`src/rtl/prince_masked_pkg.sv`:
```
// Shared types and sizes for the masked PRINCE datapath blocks.
package prince_masked_pkg;

  localparam int NUM_SHARES   = 3;
  localparam int STATE_W      = 64;
  localparam int BYTE_W       = 8;
  localparam int BYTES        = 8;
  localparam int RND_PER_BYTE = 216;
  localparam int IDX_W        = $clog2(BYTES);

  typedef enum logic [1:0] {
    IDLE,
    FEED,
    DRAIN,
    DONE
  } seq_state_t;

  // Travels alongside each byte through the S-box pair so the result lands in the right lane.
  typedef struct packed {
    logic             valid;
    logic [IDX_W-1:0] idx;
  } tag_t;

  // Extracts byte lane k of a 64-bit share.
  function automatic logic [BYTE_W-1:0] state_byte(input logic [STATE_W-1:0] s,
                                                    input logic [IDX_W-1:0]   k);
    return s[{k, 3'b000} +: BYTE_W];
  endfunction

endpackage

```
`src/rtl/prince_sbox_layer_seq_byte_tag_pipe.sv`:
```
// Byte tag delay line matching the register latency of the masked S-box pair.
module byte_tag_pipe
  import prince_masked_pkg::*;
#(
  parameter int SBOX_LAT = 2
) (
  input  logic clk,
  input  logic rst,
  input  tag_t tag_in,
  output tag_t tag_out
);

  tag_t stage [SBOX_LAT];

  // Shift tags one stage per clock; reset drops every in-flight tag.
  always_ff @(posedge clk or posedge rst) begin
    if (rst) begin
      for (int i = 0; i < SBOX_LAT; i++) stage[i] <= '0;
    end else begin
      stage[0] <= tag_in;
      for (int i = 1; i < SBOX_LAT; i++) stage[i] <= stage[i-1];
    end
  end

  assign tag_out = stage[SBOX_LAT-1];

endmodule

```
`src/rtl/prince_sbox_layer_seq.sv`:
```
// Byte-serial sequencer for one masked PRINCE inverse S-box layer (3 shares).
// Optional build macro PRINCE_SEQ_ZEROIZE_EN clears the share registers once they are no longer needed.
module prince_sbox_layer_seq
  import prince_masked_pkg::*;
#(
  parameter int SBOX_LAT = 2
) (
  input  logic                    clk,
  input  logic                    rst,
  input  logic                    in_valid,
  output logic                    in_ready,
  input  logic [STATE_W-1:0]      in_s1,
  input  logic [STATE_W-1:0]      in_s2,
  input  logic [STATE_W-1:0]      in_s3,
  input  logic                    rnd_valid,
  output logic                    rnd_ready,
  input  logic [RND_PER_BYTE-1:0] rnd,
  output logic [BYTE_W-1:0]       sbox_in1,
  output logic [BYTE_W-1:0]       sbox_in2,
  output logic [BYTE_W-1:0]       sbox_in3,
  output logic [RND_PER_BYTE-1:0] sbox_r,
  input  logic [BYTE_W-1:0]       sbox_out1,
  input  logic [BYTE_W-1:0]       sbox_out2,
  input  logic [BYTE_W-1:0]       sbox_out3,
  output logic                    out_valid,
  input  logic                    out_ready,
  output logic [STATE_W-1:0]      out_s1,
  output logic [STATE_W-1:0]      out_s2,
  output logic [STATE_W-1:0]      out_s3
);

  seq_state_t         state_q, state_d;
  logic [STATE_W-1:0] s1_q, s2_q, s3_q;
  logic [IDX_W-1:0]   k_q;
  logic               inject;
  logic               capture;
  tag_t               tag_push;
  tag_t               tag_out;
  logic [5:0]         cap_lsb;

  // Randomness is passed straight through; the pair only uses it when a real byte is injected.
  assign sbox_r = rnd;

  // A tag leaving the pipe marks the S-box output of that byte lane as valid right now.
  assign capture = tag_out.valid && ((state_q == FEED) || (state_q == DRAIN));
  assign cap_lsb = {tag_out.idx, 3'b000};

  byte_tag_pipe #(
    .SBOX_LAT (SBOX_LAT)
  ) u_tag_pipe (
    .clk     (clk),
    .rst     (rst),
    .tag_in  (tag_push),
    .tag_out (tag_out)
  );

  // State register.
  always_ff @(posedge clk or posedge rst) begin
    if (rst) state_q <= IDLE;
    else     state_q <= state_d;
  end

  // Next-state and handshake decode; bubbles and idle cycles drive the all-zero sharing.
  always_comb begin
    state_d   = state_q;
    in_ready  = 1'b0;
    rnd_ready = 1'b0;
    out_valid = 1'b0;
    inject    = 1'b0;
    sbox_in1  = '0;
    sbox_in2  = '0;
    sbox_in3  = '0;
    tag_push  = '0;
    case (state_q)
      IDLE: begin
        in_ready = 1'b1;
        if (in_valid) state_d = FEED;
      end
      FEED: begin
        if (rnd_valid) begin
          inject         = 1'b1;
          rnd_ready      = 1'b1;
          sbox_in1       = state_byte(s1_q, k_q);
          sbox_in2       = state_byte(s2_q, k_q);
          sbox_in3       = state_byte(s3_q, k_q);
          tag_push.valid = 1'b1;
          tag_push.idx   = k_q;
          if (k_q == IDX_W'(BYTES - 1)) state_d = DRAIN;
        end
      end
      DRAIN: begin
        if (capture && (tag_out.idx == IDX_W'(BYTES - 1))) state_d = DONE;
      end
      DONE: begin
        out_valid = 1'b1;
        if (out_ready) state_d = IDLE;
      end
      default: state_d = IDLE;
    endcase
  end

  // Share latching, byte counter and per-lane result capture; shares stay in separate registers.
  always_ff @(posedge clk or posedge rst) begin
    if (rst) begin
      s1_q   <= '0;
      s2_q   <= '0;
      s3_q   <= '0;
      k_q    <= '0;
      out_s1 <= '0;
      out_s2 <= '0;
      out_s3 <= '0;
    end else begin
      if ((state_q == IDLE) && in_valid) begin
        s1_q <= in_s1;
        s2_q <= in_s2;
        s3_q <= in_s3;
        k_q  <= '0;
      end
      if (inject) k_q <= k_q + IDX_W'(1);
`ifdef PRINCE_SEQ_ZEROIZE_EN
      if (inject && (k_q == IDX_W'(BYTES - 1))) begin
        s1_q <= '0;
        s2_q <= '0;
        s3_q <= '0;
      end
`endif
      if (capture) begin
        out_s1[cap_lsb +: BYTE_W] <= sbox_out1;
        out_s2[cap_lsb +: BYTE_W] <= sbox_out2;
        out_s3[cap_lsb +: BYTE_W] <= sbox_out3;
      end
`ifdef PRINCE_SEQ_ZEROIZE_EN
      if ((state_q == DONE) && out_ready) begin
        out_s1 <= '0;
        out_s2 <= '0;
        out_s3 <= '0;
      end
`endif
    end
  end

endmodule

```
`config.mk`:
```
export PLATFORM = sky130hd
export DESIGN_NAME = prince_sbox_layer_seq
export DESIGN_NICKNAME = d
export VERILOG_FILES = /design/src/rtl/prince_masked_pkg.sv /design/src/rtl/prince_sbox_layer_seq_byte_tag_pipe.sv /design/src/rtl/prince_sbox_layer_seq.sv
export SDC_FILE = /design/constraint.sdc
export NUM_CORES = 1
export LEC_CHECK = 0
export ABC_AREA = 1
export BUFFER_PORTS_ARGS = -buffer_cell sky130_fd_sc_hd__buf_4
export CAP_MARGIN = 20
export CORE_AREA = 2 2 344 346
export CTS_BUF_LIST = sky130_fd_sc_hd__clkbuf_16
export CTS_CLUSTER_SIZE = 24
export DETAILED_ROUTE_END_ITERATION = 7
export DIE_AREA = 0 0 346 348
export GPL_ROUTABILITY_DRIVEN = 1
export PLACE_DENSITY_LB_ADDON = 0.25
export SYNTH_ARGS = -nofsm -noshare
export SYNTH_HDL_FRONTEND = slang
export SYNTH_SLANG_ARGS = --single-unit
```
`constraint.sdc`:
```
create_clock -name clk -period 15.5 [get_ports clk]
set_input_delay 0.775 -clock clk [delete_from_list [all_inputs] [get_ports clk]]
set_output_delay 0.775 -clock clk [all_outputs]
set_load 0.01 [all_outputs]
```
# == Word level (Yosys, flattened, before mapping) ==
# Cells that the tools add are included.
# totals
regBits,397
latchBits,0
mem_bits_rw,0
romBits,0
input_bits,437
out_inout_bits,435
n_memories,0
# classes
n_addsub,2
n_mul,0
div,0
magnitude_cmp,0
eq_ne,10
n_shift,7
n_mux,23
n_bitwise,0
n_reduce_logical,7
# ops
operator,count
$bwmux W64,3
$shiftx A64 B7 Y8,3
$shiftx A8 B8 Y64,3
$shift A8 B8 Y64 const A,1
$mux W8,6
$mux W2,5
$mux W4,2
$neg A6 Y8,1
$pmux W2 S4,1
$eq A3 B3 Y1 const B,2
$mux W3,2
$ne A2 B2 Y1 const B,3
$reduce_and A5 Y1,1
$eq A2 B2 Y1 const B,2
$mux W1,4
$ne A2 B1 Y1 const B,2
$add A3 B1 Y3 const B,1
$logic_and A1 B1 Y1,3
$eq A2 B1 Y1 const B,1
$logic_not A2 Y1,1
$reduce_bool A2 Y1,1
$logic_or A1 B1 Y1,1

# == Logic depth before layout (Yosys ltp) ==
# depth
depth_word,6
ltp_mapped,12

# == Cells and area by module ==
# Synthesis repeated with hierarchy kept, for this count alone.
# unflattened
hier_cells,2074
area_unflattened_um2,18916.9
# modules_own_cells
module,n_inst,cells_each,area_per_inst_um2,seq_area_each_um2
prince_sbox_layer_seq,1,2061,18682.9,9734.3
byte_tag_pipe,1,13,234.0,200.2

# == Least setup slack after synthesis ==
# Ideal clock, no wire load.
# synth_timing
path_type,input-to-output
from,input rnd_valid
to,output sbox_in2[0]
arrival_ns,1.644
path_slack_ns,13.081
path_stages,5
path_buffers,1
path_cell_list,nand2_1 nor2_1 clkbuf_1 nand2_1 nand2_1
# synth_between
elab_chain_cells,2
# synth_lines
item,line,source
"start, declared",prince_sbox_layer_seq.sv:15,"input logic rnd_valid,"
$mux W8,prince_sbox_layer_seq.sv:80,if (rnd_valid) begin
$mux W8,prince_sbox_layer_seq.sv:74,case (state_q)
"end, declared",prince_sbox_layer_seq.sv:19,"output logic [BYTE_W-1:0] sbox_in2,"
# Every way passes these cells.

# == Final worst setup path ==
# layout_timing
from,register u_tag_pipe.stage (netlist bit u_tag_pipe.tag_out[0])
to,register out_s2[45]
# layout_between
elab_chain_cells,3
# layout_lines
item,line,source
"start, declared",prince_sbox_layer_seq_byte_tag_pipe.sv:13,tag_t stage [SBOX_LAT];
$neg A6 Y8 *,prince_sbox_layer_seq.sv:129,out_s2[cap_lsb +: BYTE_W] <= sbox_out2;
$shiftx A8 B8 Y64 / $shift A8 B8 Y64 (equally long branches),prince_sbox_layer_seq.sv:129,
$bwmux W64 *,prince_sbox_layer_seq.sv:129,
"end signal, assigned by index",prince_sbox_layer_seq.sv:129,
"end, declared",prince_sbox_layer_seq.sv:28,"output logic [STATE_W-1:0] out_s2,"
# Mark *: on every way between the ends. The rest lies on a longest branch, timed or not.
# A chain may end at the register's enable or synchronous reset.

==> impl_results.md <==
* CP Capture Point: out_s2[45]$_DFFE_PP0P_
* RSZ-0062 raised after global routing: false
* Crit path arrival time at roughly 5000 ps
* Static leakage at 0.0113 uW
* TritonCTS clock tree: yes
* Overflow after GRT at 0
* Starting DRT DRC Count at about 800
* PortBufs at around 440
* Cell taking the most area after synthesis: dfrtp_1
* Initial Utilization at 0.164
* CTS Buffer Depth at 3
* Die Y at 348 um
* DR WL/cell at 19.9 um
* Total setup buffers inserted after CTS at 0
* Dpl cell area at about 0.023 mm2
* VDD IR max at between 0.00007 and 0.00008 V
* Post-route clock period utilization at 0.298
* Setup TNS at 0 ps
* Max-slew headroom at 0.266
* Synth-to-layout area growth at 25.8%
* Final Hold Viols at 0
* Most instantiated cells after synthesis: nand2_1, dfrtp_1, nor2_1, buf_4, inv_1
* Synth Flop Type: dfrtp_1
* Synth warn at 0
* Reg2Reg Setup Slack at 10,880 ps
* R2R cell count at 11
* PostCTS Resize Cnt at 0
* Design area at about 0.024 mm2
* Max_cap viols at 0
* Distinct cells, synth at 24
* Slew Limit Fails at 0
* Antenna violations before repair at 18
* Synthesized instance count at between 2k and 2.5k
* TritonCTS Buffers at 53
* Worst Path Max Fanout at 52
* Post-synth top area share at 0.516
* Clock Pin Slew Worst Setup and Hold Paths at 60 ps
* Gpl congestion at slightly below 0.8
* First-pass GRT wire length at between 100 and 150 mm
* Final Skew at around 26 ps
* Most common cell in the synthesized netlist: nand2_1
* Root Buffer: clkbuf_16
* Clock Latency Late Sink at roughly 630 ps
* Share of cells above drive strength 1 at 0.262
* Avg Cell Area, Syn at 8.37 um2
* Required @ worst endpoint at approximately 16,000 ps
* H-tree depth at 2
* FF-to-FF End: out_s2[45]$_DFFE_PP0P_
* Cell Rows at approximately 130
* Vias in the first global route at ~16k
* Die area at 0.120 mm2
* CP startpoint kind: register
* CTS Hold Bufs at 0
* Synthesized area at 0.0192 mm2
* Register area share after synthesis at 0.516
* Die width at 346 um
* Core Area at around 0.12 mm2
* Post-detail-place hpwl at between 50 and 60 mm
* PwrDens at 160 mW/mm2
* Crit. End Element: register
* Total power at 3870 uW
* Synthesis-stage register bit count at just under 400
* Reg-to-reg critical path startpoint: u_tag_pipe.tag_out[0]$_DFF_PP0_
* Run status: completed
* TritonRoute pass-1 iters at 5
* # DRC at 0
* Clock Sinks at approximately 400
* FMAX at 217 MHz
* Top Ports at roughly 870
* Least-Margin Pin Slew at between 1000 and 1500 ps
* Asr flop ratio synth at 1.00
* Largest net degree at the start of global routing at 185
* WS Path Type: register to register
* Routed wire length at approximately 81 mm
* GRT Resource Usage Total at 0.131
* Syn_nets at between 2k and 3k
* Final min period at roughly 4600 ps
* Routed vias at between 15k and 20k
* Detail Route Antenna Nets at 0
* Fin nets at slightly below 3k
* Synth area leaders: dfrtp_1, nand2_1, buf_4
* Tightest Hold Check Type: input pin to asynchronous set/reset pin
* Vias per inst at 3.86
* Setup violations, final at 0
* Number of flops mapped to enable cells by yosys at 0
* Worst Setup SP: u_tag_pipe.tag_out[0]$_DFF_PP0_
-- worst min path at each step --
stage                                             start                              end  slack [ps]  cells past startpoint
after floorplan           u_tag_pipe.stage[4]$_DFF_PP0_  u_tag_pipe.tag_out[0]$_DFF_PP0_         330                      0
after global placement    u_tag_pipe.stage[7]$_DFF_PP0_  u_tag_pipe.tag_out[3]$_DFF_PP0_         330                      0
after detailed placement  u_tag_pipe.stage[7]$_DFF_PP0_  u_tag_pipe.tag_out[3]$_DFF_PP0_         340                      0
after CTS                                           rst             s2_q[54]$_DFFE_PP0P_         310                      2
after global routing                                rst           out_s1[33]$_DFFE_PP0P_         350                      2
final                                               rst           out_s2[34]$_DFFE_PP0P_         310                      2
-- sequential cells by signal (all words and copies together) (netlist names) --
| register | cells |
|---|---|
| u_tag_pipe.stage | 4 |
| s1_q | 64 |
| out_s3 | 64 |
| s3_q | 64 |
| state_q | 2 |
| out_s2 | 64 |
| s2_q | 64 |
| k_q | 3 |
| u_tag_pipe.tag_out | 4 |
| out_s1 | 64 |
-- area by class of cell --
class	count	area [um2]
clock inverter	37	230
multi-input combinational	1435	6710
inverter	133	507
clock buffer	55	1380
fill	13194	92800
tap	1536	1920
antenna	2	5.00
sequential	397	9940
timing repair buffer	462	3510
-- layer usage --
| layer | vias up | track usage | part of all wire |
|---|---|---|---|
| met1 | 7479 | 0.151 | 0.40 |
| li1 | 7325 | - | - |
| met5 | - | 0.0200 | 0.0062 |
| met2 | 714 | 0.207 | 0.45 |
| met4 | 28 | 0.0335 | 0.023 |
| met3 | 134 | 0.0733 | 0.12 |
-- critical path, stage by stage, from the launching register on --
cell	delay (ps)
dfrtp_1	470
inv_2	130
ha_1	250
ha_1	270
buf_4	240
nor2_4	720
nand2_2	610
inv_2	410
buf_4	570
nand2_2	540
nand2_1	180
nand2_1	60
-- kinds of logic after synthesis --
| family | after synthesis | synth area share |
|---|---|---|
| simple gates | 1141 | 0.232 |
| buf+inv | 468 | 0.137 |
| flops | 397 | 0.516 |
| compound gates | 179 | 0.0466 |
| mux | 105 | 0.0614 |
| fa+ha+maj | 10 | 0.00650 |
-- layout by cell type, fill, tap and decap left out, types with 6 or more instances in the layout --
master / instances
clkinv_1: 11
ha_1: 10
nor3_1: 13
dfrtp_1: 395
a21oi_1: 89
clkbuf_16: 55
o21ai_1: 8
nand3_1: 78
mux2_2: 105
o21ai_0: 82
buf_4: 459
nand2_1: 726
nor2_1: 297
clkinv_2: 6
inv_1: 139
nand4_1: 12
-- metrics by stage --
step	hold slack, ps	utilization	std cells	setup slack, ps
global placement	334	0.193	3962	10950
CTS	309	0.207	4054	10870
global route	346	0.207	4055	10520
detailed placement	336	0.193	3962	10880
floorplan	331	-	2300	3690
finish	311	0.207	4057	10880
-- power breakdown --
| group | switching (uW) | internal, uW | leakage [uW] |
|---|---|---|---|
| combinational | 745 | 476 | 0.00640 |
| clock | 495 | 668 | 0.000831 |
| sequential | 152 | 1330 | 0.00411 |
Note: power is estimated with default switching activity, not from simulation.
